### src/rtl/tbird_input_cond.sv
// Input conditioning for the T-bird turn-signal controller: synchronizes and
// debounces the pushbutton and two switches, then derives step/left/right/hazard.
module tbird_input_cond_chan #(
    parameter int   DEBOUNCE_CYCLES = 4,
    parameter int   CNT_W           = 20,
    parameter logic RST_VAL         = 1'b0
) (
    input  logic clk,
    input  logic reset,
    input  logic i_raw,
    output logic o_db,
    output logic o_fall
);
    localparam logic [CNT_W-1:0] LAST = CNT_W'(DEBOUNCE_CYCLES - 1);

    logic             r_sync1;
    logic             r_sync2;
    logic             r_db;
    logic [CNT_W-1:0] r_cnt;
    logic             w_differ;
    logic             w_done;

    assign w_differ = (r_sync2 != r_db);
    assign w_done   = w_differ && (r_cnt == LAST);
    assign o_db     = r_db;
    // Qualifying a 1->0 transition at this edge.
    assign o_fall   = w_done && r_db;

    always_ff @(posedge clk or posedge reset) begin
        if (reset) begin
            r_sync1 <= RST_VAL;
            r_sync2 <= RST_VAL;
            r_db    <= RST_VAL;
            r_cnt   <= '0;
        end else begin
            r_sync1 <= i_raw;
            r_sync2 <= r_sync1;
            if (!w_differ) begin
                r_cnt <= '0;
            end else if (w_done) begin
                r_db  <= r_sync2;
                r_cnt <= '0;
            end else begin
                r_cnt <= r_cnt + 1'b1;
            end
        end
    end
endmodule

module tbird_input_cond #(
    parameter int DEBOUNCE_CYCLES = 4,
    parameter int CNT_W           = 20
) (
    input  logic       clk,
    input  logic       reset,
    input  logic       key_n,
    input  logic       sw_left,
    input  logic       sw_right,
    output logic       step,
    output logic       left,
    output logic       right,
    output logic       hazard,
    output logic [7:0] press_cnt
);
    // Channel 0 = key (idles released = 1), 1 = left switch, 2 = right switch.
    logic [2:0] w_raw;
    logic [2:0] w_db;
    logic [2:0] w_fall;
    logic       w_unused_fall;
    logic       r_step;
    logic [7:0] r_press_cnt;

    assign w_raw = {sw_right, sw_left, key_n};

    for (genvar g = 0; g < 3; g++) begin : g_chan
        tbird_input_cond_chan #(
            .DEBOUNCE_CYCLES(DEBOUNCE_CYCLES),
            .CNT_W          (CNT_W),
            .RST_VAL        (g == 0)
        ) u_chan (
            .clk   (clk),
            .reset (reset),
            .i_raw (w_raw[g]),
            .o_db  (w_db[g]),
            .o_fall(w_fall[g])
        );
    end

    // Switch channels have no edge consumer.
    assign w_unused_fall = |w_fall[2:1];

    always_ff @(posedge clk or posedge reset) begin
        if (reset) begin
            r_step      <= 1'b0;
            r_press_cnt <= '0;
        end else begin
            r_step <= w_fall[0];
            if (w_fall[0]) r_press_cnt <= r_press_cnt + 8'd1;
        end
    end

    assign step      = r_step;
    assign press_cnt = r_press_cnt;
    assign left      = w_db[1] & ~w_db[2];
    assign right     = w_db[2] & ~w_db[1];
    assign hazard    = w_db[1] &  w_db[2];
endmodule

### config.mk
export PLATFORM = sky130hd
export DESIGN_NAME = tbird_input_cond
export DESIGN_NICKNAME = d
export VERILOG_FILES = /design/src/rtl/tbird_input_cond.sv
export SDC_FILE = /design/constraint.sdc
export NUM_CORES = 1
export LEC_CHECK = 0
export BUFFER_PORTS_ARGS = -buffer_cell sky130_fd_sc_hd__buf_4
export CAP_MARGIN = 20
export CORE_ASPECT_RATIO = 0.6
export CORE_MARGIN = 10
export CORE_UTILIZATION = 55
export DETAILED_ROUTE_END_ITERATION = 8
export PLACE_DENSITY = 0.76
export RECOVER_POWER = 25
export SYNTH_ARGS = -nofsm -noshare
export SYNTH_HDL_FRONTEND = slang
export SYNTH_SLANG_ARGS = --single-unit
### constraint.sdc
create_clock -name clk -period 2.6 [get_ports clk]
set_input_delay 0.26 -clock clk [delete_from_list [all_inputs] [get_ports clk]]
set_output_delay 0.26 -clock clk [all_outputs]
set_load 0.05 [all_outputs]
==> implementation parameters, run 1 <==
Parameter                              Value

Yosys
  Number of nets in the synthesized netlist ... 385
  Sequential share of the synthesized area ... 0.519
  Post-synthesis cell area ... 0.00377 sq mm
  Average cell area after synthesis ... 10.0 sq um
  Predominant post-synthesis flop cell ... sky130_fd_sc_hd__dfrtp_1
  Number of flops mapped to enable cells by yosys ... 0
  FF+latch count, synth ... 78
  Number of distinct library cell variants in the gate-level netlist after synthesis ... 37
  Yosys synthesis warning count ... 0
  Cells after synthesis ... 376
  Fraction of registers with async set or reset after synthesis ... 1.00

Cells and area
  Relative area change from synthesis to final layout ... 14.2%
  Most frequent standard cell in the layout excluding fill and tap cells ... sky130_fd_sc_hd__dfrtp_1
  Layout Nets ... 408
  ANT cells ... 0
  Most used cells in the layout excluding fill and tap cells ... sky130_fd_sc_hd__dfrtp_1 (75), sky130_fd_sc_hd__nor2_1 (64), sky130_fd_sc_hd__xnor2_1 (34), sky130_fd_sc_hd__nor4_1 (25), sky130_fd_sc_hd__nand3_1 (21)
  Layout cell share with drive strength beyond 1 ... 0.131
  Layout fillers ... 528
  Number of cells in the finished layout apart from fillers ... 491

Power and ir drop
  Largest voltage drop on the vdd net ... 462 uV
  Total power per unit cell area ... 785 mW/mm^2
  Leakage Power ... 1.82 nW

Routing
  Pre-Repair DR Iteration Count ... 4
  Via count ... 2771
  Wire per inst ... 15.2 um
  Per-cell via count in the routed design ... 5.64
  Residual DRC count ... 0
  Met2 Wirelength ... 3.19 mm
  Total detailed-routing wirelength ... 7.48 mm
  Met3 Routed Length ... 369 um
  Routed metal-1 wirelength ... 3.85 mm
  Final antenna-violating net count ... 0
  1st-iter DRT viols ... 237
  Top metal layer carrying routed signals ... met4

Timing
  TNS Setup ... 0 ns
  Slew margin rel. ... 0.309
  Setup skew after layout ... 0.00665 ns
  Number of failing setup endpoints in the final timing report ... 0
  Period utilisation layout ... 0.758
  Final setup slack of the worst path ... 0.629 ns
  Period minus WS final ... 1.97 ns
  Final hold violation count ... 0
  Top achievable clock speed ... 507 MHz
  Fin. max-slew vios ... 0
  Unrepaired setup endpoints after global routing ... no
  Worst Max-Slew Pin Slew ... 1.03 ns

Clocking
  Clock Tree Root ... sky130_fd_sc_hd__clkbuf_16
  H-Tree Level Count ... 3
  Post-CTS Repair Setup Buffers ... 0
  CTS Hold Buffers Added ... 1
  Clock Path Buffers ... 2
  Clock transition at the register clock pins on the worst setup and hold paths after CTS ... 0.06 ns
  Clock latency reported for the late side of the worst-skew pair ... 0.34 ns
  CTS Sinks ... 78
  Post-cts repair resize count ... 0
  Clock buffers created by TritonCTS ... 9
  TritonCTS clock tree ... built

Die
  Area inside the core boundary ... 0.00668 sq mm
  Floorplan die width ... 127 um
  Vertical extent of the die ... 84.1 um
  Std-Cell Rows ... 23
  Num ports ... 17
  Die Outline Area ... 0.0107 sq mm
  Initial core utilization ... 0.564

Worst setup path
  Cell-by-cell trace of the critical path ... dlygate4sd3_1, clkbuf_4, clkinvlp_2, clkbuf_4
  Maximum fanout along the worst path ... 54
  Cell seen most often among critical-path stages ... sky130_fd_sc_hd__clkbuf_4
  Worst EP arrival ... 2.36 ns
  Crit Path Class ... in2async
  Endpoint class of the critical path ... async pin
  Worst R2R Path Depth ... 5
  Flop2flop setup slack ... 0.64 ns
  CP max stage delay ... 0.78 ns
  Required time of the worst setup path ... 2.99 ns
  Critical path's slowest cell ... sky130_fd_sc_hd__clkbuf_4
  Start of the worst register-to-register path ... g_chan[0].u_chan.r_cnt[0]
  Critical register-to-register path endpoint ... press_cnt[1]
  Crit path launch type ... input pin

Global routing
  Total grt overflow ... 0
  Number of antenna violations at the first check in global routing ... 0
  Pin count of the biggest net entering global routing ... 55
  Global-route wire length before repair ... 13.4 mm
  Number of global-route vias before repair ... 2718
  All-layer global routing usage ... 0.153

Min path
  Type of the tightest min-delay check ... in2reg
  Hold-critical path endpoint ... g_chan[0].u_chan.r_sync1
  Min-Delay Startpoint ... key_n
  Hold path depth ... 1

Flow run
  Count of maximum capacitance violations ... 0

Placed design
  Cell count after placement ... 474
  Global placer's final weighted congestion ... 0.837
  Number of I/O port buffers ... 16
  Hpwl dp ... 5.17 mm
  Pre-CTS setup slack ... 0.674 ns

Status
  Status ... finished, final reports clean
[worst max-delay path, delay by kind of cell]
kind / cells / cell delay [ns]
buf+inv: 4 / 2.06
[metrics by stage]
step	power (mW)	hold slack, ns	instance area [sq um]	util
after floorplan	1.92	0.264	3770	-
after global placement	2.11	0.283	4000	0.599
after detailed placement	2.13	0.285	4000	0.599
after CTS	3.42	0.0148	4320	0.647
after global routing	3.56	0.0152	4300	0.644
final	3.38	0.0353	4300	0.644
[worst max path at each step]
stage,slack (ns),start,to,cells after the start
finish,0.63,reset,g_chan[1].u_chan.r_cnt[4],4
global route,0.32,reset,g_chan[1].u_chan.r_cnt[16],4
CTS,0.64,g_chan[0].u_chan.r_cnt[0],press_cnt[1],5
detailed placement,0.67,g_chan[0].u_chan.r_cnt[0],press_cnt[1],5
global placement,0.77,g_chan[0].u_chan.r_cnt[0],press_cnt[5],5
floorplan,0.35,reset,g_chan[0].u_chan.r_cnt[0],1
[report_power, final]
| part | total (mW) | leakage (nW) | switching [mW] | internal [mW] |
|---|---|---|---|---|
| logic | 0.664 | 0.606 | 0.445 | 0.220 |
| clock network | 1.27 | 0.155 | 0.480 | 0.795 |
| registers | 1.44 | 1.06 | 0.123 | 1.32 |
[sequential cells by signal, summed over array words and instances, names as in the netlist]
signal and flops:
g_chan.u_chan.r_sync1 3, g_chan.u_chan.o_db 3, step 1, g_chan.u_chan.r_cnt 60, g_chan.u_chan.r_sync2 3, press_cnt 8
[final cells by class]
cell class                      count  area [sq um]  area share
Clock buffer                       11           253      0.0588
Clock inverter                      5          57.6      0.0134
Inverter                            9          35.0     0.00814
Multi-Input combinational cell    279          1730       0.402
Sequential cell                    78          1960       0.455
Tap cell                           87           109      0.0253
Timing Repair Buffer               22           164      0.0381
[layer usage]
metal	vias up	global-route usage
li1	1371	-
met1	1341	0.207
met2	49	0.213
met3	10	0.0622
met4	0	0.0556
met5	-	0
[logic make-up after synthesis]
family	share of synthesized area
compound gates	0.0339
fa+ha+maj	0.0133
simple gates	0.266
xor+xnor	0.125
mux	0.0199
flops	0.519
buf+inv	0.0223
[cell usage after synthesis, drive strengths merged (4+ instances only)]
master  instances  area (sq um)
a21oi           8          40.0
clkbuf          7          26.3
dfrtp          75          1880
ha              4          50.1
inv             9          33.8
mux2            4          45.0
nand2          20          75.1
nand3          22           115
nand4          16           113
nor2           64           240
nor3           15          75.1
nor4           25           156
nor4b           6          52.6
o21ai          11          66.3
or3            10          63.8
xnor2          34           298
xor2           19           174
Note: power is estimated with default switching activity, not from simulation.
==> inputs of run 2 (changes only) <==
PLACE_DENSITY = 0.79   (was 0.76)
clock period = 1.7 ns   (was 2.6 ns; I/O delays follow)
==> run 2 against run 1 <==
Against the previous run: the flow now finishes with violations (negative setup slack); sequential share of layout area down 5.4 points; flip-flop and latch count unchanged; non-clock buffer count up 45; register-to-register slack worse by 0.68 ns; die area unchanged; largest cell class unchanged.
==> implementation parameters, run 2 (same netlist as run 1, synthesis figures left out) <==
Parameter                              Value

Power and ir drop
  Total power per unit cell area ... 1110 mW/mm^2
  Leakage Power ... 2.08 nW
  Largest voltage drop on the vdd net ... 1160 uV
  Overall power ... 5.45 mW

Clocking
  Clock Path Buffers ... 2
  CTS Sinks ... 78
  Clock buffers created by TritonCTS ... 9
  Clock latency reported for the late side of the worst-skew pair ... 0.34 ns
  TritonCTS clock tree ... built
  H-Tree Level Count ... 3
  Clock Tree Root ... sky130_fd_sc_hd__clkbuf_16
  Clock transition at the register clock pins on the worst setup and hold paths after CTS ... 0.05 ns

Status
  Violated checks ... negative setup slack
  Status ... complete, but fails checks

Die
  Floorplan die width ... 127 um
  Area inside the core boundary ... 0.00668 sq mm
  Std-Cell Rows ... 23
  Vertical extent of the die ... 84.1 um
  Die Outline Area ... 0.0107 sq mm
  Initial core utilization ... 0.564
  Num ports ... 17

Timing
  Final setup slack of the worst path ... -0.0427 ns
  Unrepaired setup endpoints after global routing ... yes
  Slew margin rel. ... 0.186
  Fin. max-slew vios ... 0
  Period minus WS final ... 1.74 ns
  Setup skew after layout ... 0.00750 ns
  TNS Setup ... -0.0786 ns
  Period utilisation layout ... 1.03
  Final hold violation count ... 0
  Number of failing setup endpoints in the final timing report ... 4
  Worst Max-Slew Pin Slew ... 1.21 ns
  Top achievable clock speed ... 574 MHz

Min path
  Type of the tightest min-delay check ... reg2reg

Worst setup path
  Crit path launch type ... flip-flop
  Critical register-to-register path endpoint ... press_cnt[1]
  Maximum fanout along the worst path ... 5
  Critical path capture point ... press_cnt[1]
  Crit Path Class ... reg2reg
  Crit. Startpoint ... g_chan[0].u_chan.r_cnt[18]
  Endpoint class of the critical path ... flip-flop
  Start of the worst register-to-register path ... g_chan[0].u_chan.r_cnt[18]
  Flop2flop setup slack ... -0.04 ns
  Worst EP arrival ... 1.96 ns
  Required time of the worst setup path ... 1.92 ns
  Worst R2R Path Depth ... 5

Placed design
  Pre-CTS setup slack ... -0.206 ns
  Hpwl dp ... 5.77 mm
  Global placer's final weighted congestion ... 0.855
  Post-place instance area ... 0.00431 sq mm
  Number of I/O port buffers ... 16

Global routing
  Number of global-route vias before repair ... 3035
  Total grt overflow ... 0
  All-layer global routing usage ... 0.159
  Number of antenna violations at the first check in global routing ... 0
  Pin count of the biggest net entering global routing ... 29
  Global-route wire length before repair ... 14.1 mm

Cells and area
  Most frequent standard cell in the layout excluding fill and tap cells ... sky130_fd_sc_hd__dfrtp_1
  Register containing the most flip-flops in the final layout ... g_chan.u_chan.r_cnt
  Layout fillers ... 433
  ANT cells ... 0
  Layout Nets ... 453
  Layout cell share with drive strength beyond 1 ... 0.279
  Most used cells in the layout excluding fill and tap cells ... sky130_fd_sc_hd__dfrtp_1 (69), sky130_fd_sc_hd__nor2_1 (63), sky130_fd_sc_hd__buf_4 (55), sky130_fd_sc_hd__xnor2_1 (34), sky130_fd_sc_hd__nand3_1 (20)
  Relative area change from synthesis to final layout ... 30.0%
  Largest register FFs ... 60
  Final Cell Area ... 0.00490 sq mm
  Util after Layout ... 0.733

Routing
  Pre-Repair DR Iteration Count ... 5
  Via count ... 3058
  Total detailed-routing wirelength ... 8.67 mm
  1st-iter DRT viols ... 242
  Residual DRC count ... 0
  Wire per inst ... 16.2 um
  Per-cell via count in the routed design ... 5.72
  Final antenna-violating net count ... 0

Flow run
  Count of maximum capacitance violations ... 0
==> run 2: cell count changes in the layout (fill, tap and decap cells not counted), moves of 3 or more <==
cell	change
sky130_fd_sc_hd__buf_12	+3
sky130_fd_sc_hd__buf_4	+40
sky130_fd_sc_hd__dfrtp_1	-6
sky130_fd_sc_hd__dfrtp_2	+6
sky130_fd_sc_hd__dlygate4sd3_1	+3
sky130_fd_sc_hd__nor3_1	-3
sky130_fd_sc_hd__nor3_2	+3
sky130_fd_sc_hd__nor4_1	-11
sky130_fd_sc_hd__nor4_2	+8
sky130_fd_sc_hd__nor4_4	+3
sky130_fd_sc_hd__nor4b_1	-4
sky130_fd_sc_hd__or3_4	+3
==> run 2: repair_timing <==
item                                    in CTS  in global routing
hold endpoints to repair                    24                  0
pin swaps                                    2                 11
hold buffers                                 4                  0
resized for setup                            5                 35
buffers inserted                             2                  5
endpoints found under the setup margin      26                 54
==> run 2: layer usage <==
| layer | share of wire | global-route usage | vias to the layer above |
|---|---|---|---|
| met3 | 0.061 | 0.0615 | 14 |
| met1 | 0.46 | 0.208 | 1500 |
| met5 | 0 | 0 | - |
| met2 | 0.46 | 0.236 | 82 |
| li1 | - | - | 1462 |
| met4 | 0.017 | 0.0505 | 0 |
==> run 2: power breakdown <==
group	leakage [nW]	total (mW)	switching, mW	internal [mW]
combinational	0.887	1.40	0.820	0.580
clock	0.141	1.86	0.702	1.16
sequential	1.05	2.19	0.172	2.01
total	2.08	5.45	1.69	3.76
==> run 2: worst max-delay path: stages, from the launching register on <==
cell and delay, ns:
sky130_fd_sc_hd__dfrtp_1 0.41, sky130_fd_sc_hd__nor3_1 0.39, sky130_fd_sc_hd__nand4_1 0.17, sky130_fd_sc_hd__buf_4 0.19, sky130_fd_sc_hd__nor2_4 0.12, sky130_fd_sc_hd__mux2_2 0.34
==> run 2: worst min path at each step <==
stage | from | to | slack [ns] | cells past startpoint
floorplan | key_n | g_chan[0].u_chan.r_sync1 | 0.17 | 0
finish | g_chan[2].u_chan.r_sync1 | g_chan[2].u_chan.r_sync2 | 0.35 | 0
CTS | g_chan[2].u_chan.r_sync1 | g_chan[2].u_chan.r_sync2 | 0.35 | 0
global route | g_chan[0].u_chan.r_sync1 | g_chan[0].u_chan.r_sync2 | 0.36 | 0
global placement | reset | g_chan[1].u_chan.r_sync1 | 0.26 | 2
detailed placement | reset | g_chan[1].u_chan.r_sync1 | 0.27 | 2
==> run 2: area by class of cell <==
type,count,area [sq um],share of cell area
Sequential cell,78,1960,0.401
Multi-Input combinational cell,279,1950,0.398
Timing Repair Buffer,67,551,0.112
Clock buffer,11,243,0.0496
Tap cell,87,109,0.0222
Clock inverter,4,47.5,0.00971
Inverter,9,35.0,0.00716
==> run 2: metrics by stage <==
| step | hold WS, ns | std cells |
|---|---|---|
| 2_1_floorplan | 0.174 | 376 |
| 3_3_place_gp | 0.265 | 509 |
| 3_5_place_dp | 0.271 | 509 |
| 4_1_cts | 0.353 | 530 |
| 5_1_grt | 0.360 | 535 |
| 6_report | 0.349 | 535 |
==> inputs of run 3 (changes only) <==
GPL_ROUTABILITY_DRIVEN = 0   (was not set)
SYNTH_HIERARCHICAL = 1   (was not set)
==> run 3 against run 2 <==
Against the previous run: critical endpoint is now press_cnt[4]; clock skew down 0.0016 ns; critical path depth up 3; combinational power about the same; sequential share of layout area down 0.076 points; the run still ends with negative setup slack left; die area up 3.3%; critical path type unchanged; register-to-register slack worse by 0.18 ns; clock power up 25%; clock-buffer cell count down 1; largest power group is now clock; wire length up 6.9%; via count up 3.3%.
==> implementation parameters, run 3 <==
Parameter                              Value

Worst setup path
  Cell seen most often among critical-path stages ... sky130_fd_sc_hd__nand4_1
  Family of cells with the greatest summed delay on the critical path ... simple AND/OR/NAND/NOR gates
  Critical path's slowest cell ... sky130_fd_sc_hd__dfrtp_1
  Number of buffer and inverter instances along the worst setup path ... 1
  Start of the worst register-to-register path ... g_chan[0].u_chan/r_cnt[1]
  Worst EP arrival ... 2.17 ns
  Crit path launch type ... flip-flop
  CP max stage delay ... 0.39 ns
  Maximum fanout along the worst path ... 4
  Required time of the worst setup path ... 1.94 ns
  Crit. Startpoint ... g_chan[0].u_chan/r_cnt[1]
  Crit Path Class ... reg2reg
  Endpoint class of the critical path ... flip-flop
  Cell-by-cell trace of the critical path ... ha_2, nor4b_4, nand4_1, nor2_2, and2_4, buf_4, nand4_1, xnor2_1

Cells and area
  Layout fillers ... 484
  Layout cell share with drive strength beyond 1 ... 0.244
  Layout Nets ... 458
  Number of cells in the finished layout apart from fillers ... 541
  Relative area change from synthesis to final layout ... 24.6%
  Util after Layout ... 0.720
  Most used cells in the layout excluding fill and tap cells ... sky130_fd_sc_hd__dfrtp_1 (74), sky130_fd_sc_hd__nor2_1 (65), sky130_fd_sc_hd__buf_4 (51), sky130_fd_sc_hd__xnor2_1 (39)
  Register containing the most flip-flops in the final layout ... g_chan.u_chan/r_cnt
  Most frequent standard cell in the layout excluding fill and tap cells ... sky130_fd_sc_hd__dfrtp_1
  ANT cells ... 0
  Largest register FFs ... 60

Routing
  Via count ... 3159
  Wire per inst ... 17.1 um
  Total detailed-routing wirelength ... 9.26 mm
  Pre-Repair DR Iteration Count ... 5
  Residual DRC count ... 0
  1st-iter DRT viols ... 410
  Final antenna-violating net count ... 0
  Per-cell via count in the routed design ... 5.84

Min path
  Min-Delay Startpoint ... g_chan[2].u_chan/r_sync1
  Type of the tightest min-delay check ... reg2reg

Status
  Status ... complete, but fails checks
  Violated checks ... negative setup slack

Die
  Area inside the core boundary ... 0.00679 sq mm
  Die Outline Area ... 0.0110 sq mm
  Floorplan die width ... 129 um
  Std-Cell Rows ... 23
  Initial core utilization ... 0.578
  Vertical extent of the die ... 85.4 um
  Num ports ... 17

Global routing
  Number of global-route vias before repair ... 3130
  All-layer global routing usage ... 0.178
  Pin count of the biggest net entering global routing ... 24
  Global-route wire length before repair ... 15.5 mm
  Number of antenna violations at the first check in global routing ... 0
  Total grt overflow ... 0

Power and ir drop
  Largest voltage drop on the vdd net ... 1050 uV
  Overall power ... 5.89 mW
  Leakage Power ... 2.17 nW
  Total power per unit cell area ... 1210 mW/mm^2

Timing
  TNS Setup ... -1.02 ns
  Final setup slack of the worst path ... -0.224 ns
  Slew margin rel. ... 0.602
  Period minus WS final ... 1.92 ns
  Setup skew after layout ... 0.00592 ns
  Final hold violation count ... 0
  Period utilisation layout ... 1.13
  Unrepaired setup endpoints after global routing ... yes
  Fin. max-slew vios ... 0
  Worst Max-Slew Pin Slew ... 0.597 ns
  Top achievable clock speed ... 520 MHz
  Number of failing setup endpoints in the final timing report ... 8

Placed design
  Number of I/O port buffers ... 16
  Hpwl dp ... 6.10 mm
  Cell count after placement ... 514
  Pre-CTS setup slack ... -0.0351 ns

Clocking
  CTS Sinks ... 78
  Clock transition at the register clock pins on the worst setup and hold paths after CTS ... 0.06 ns
  H-Tree Level Count ... 3
  Clock buffers created by TritonCTS ... 9
  Clock latency reported for the late side of the worst-skew pair ... 0.34 ns
  TritonCTS clock tree ... built
  Clock Path Buffers ... 2
  Clock Tree Root ... sky130_fd_sc_hd__clkbuf_16

Yosys
  Post-synthesis cell area ... 0.00392 sq mm
  Yosys synthesis warning count ... 6
  Cells after synthesis ... 384
  Number of nets in the synthesized netlist ... 393
  Average cell area after synthesis ... 10.2 sq um

Flow run
  Count of maximum capacitance violations ... 0
run 3: what timing repair did:
action | 4_1_cts | 5_1_grt
endpoints found under the setup margin | 4 | 31
hold buffers | 4 | 0
pin swaps | 1 | 4
setup buffers | 3 | 5
gates resized for setup | 1 | 14
hold endpoints to repair | 69 | 0
run 3: path summary, 6_finish.rpt:
kind,endpoint,slack (ns),depth (start not counted)
worst max-delay path,press_cnt[4],-0.22,8
worst min-delay path,g_chan[2].u_chan/r_sync2,0.35,0
worst max register to register,press_cnt[4],-0.22,8
worst min register to register,g_chan[2].u_chan/r_sync2,0.35,0
max in group asynchronous,g_chan[0].u_chan/r_cnt[11],0.64,4
min in group asynchronous,press_cnt[4],0.39,3
run 3: metrics by stage:
| step | area, sq um | hold slack, ns |
|---|---|---|
| 6_report | 4890 | 0.351 |
| 5_1_grt | 4890 | 0.357 |
| 4_1_cts | 4810 | 0.354 |
| 3_5_place_dp | 4370 | 0.187 |
| 3_3_place_gp | 4370 | 0.182 |
| 2_1_floorplan | 3950 | -0.00208 |
run 3: worst reg2reg max path, cell delays in order, from the launching register on:
cell and delay [ns]:
sky130_fd_sc_hd__dfrtp_1 0.39, sky130_fd_sc_hd__ha_2 0.21, sky130_fd_sc_hd__nor4b_4 0.20, sky130_fd_sc_hd__nand4_1 0.19
sky130_fd_sc_hd__nor2_2 0.15, sky130_fd_sc_hd__and2_4 0.19, sky130_fd_sc_hd__buf_4 0.13, sky130_fd_sc_hd__nand4_1 0.13
sky130_fd_sc_hd__xnor2_1 0.26
run 3: final cells by class:
| type | instances | area, sq um | area share |
|---|---|---|---|
| Inverter | 16 | 60.1 | 0.0123 |
| Clock buffer | 10 | 229 | 0.0468 |
| Tap cell | 87 | 109 | 0.0223 |
| Clock inverter | 6 | 134 | 0.0274 |
| Multi-Input combinational cell | 280 | 1900 | 0.388 |
| Sequential cell | 78 | 1960 | 0.400 |
| Timing Repair Buffer | 64 | 502 | 0.103 |
run 3: per-layer routing:
metal	wire [um]	global-route usage
met1	4160	0.234
met2	4210	0.267
met3	675	0.0590
met4	220	0.0647
met5	0	0
run 3: report_power, final:
group	internal (mW)	switching (mW)
clock network	1.58	0.749
logic	0.575	0.808
registers	2.01	0.167
total	4.17	1.72
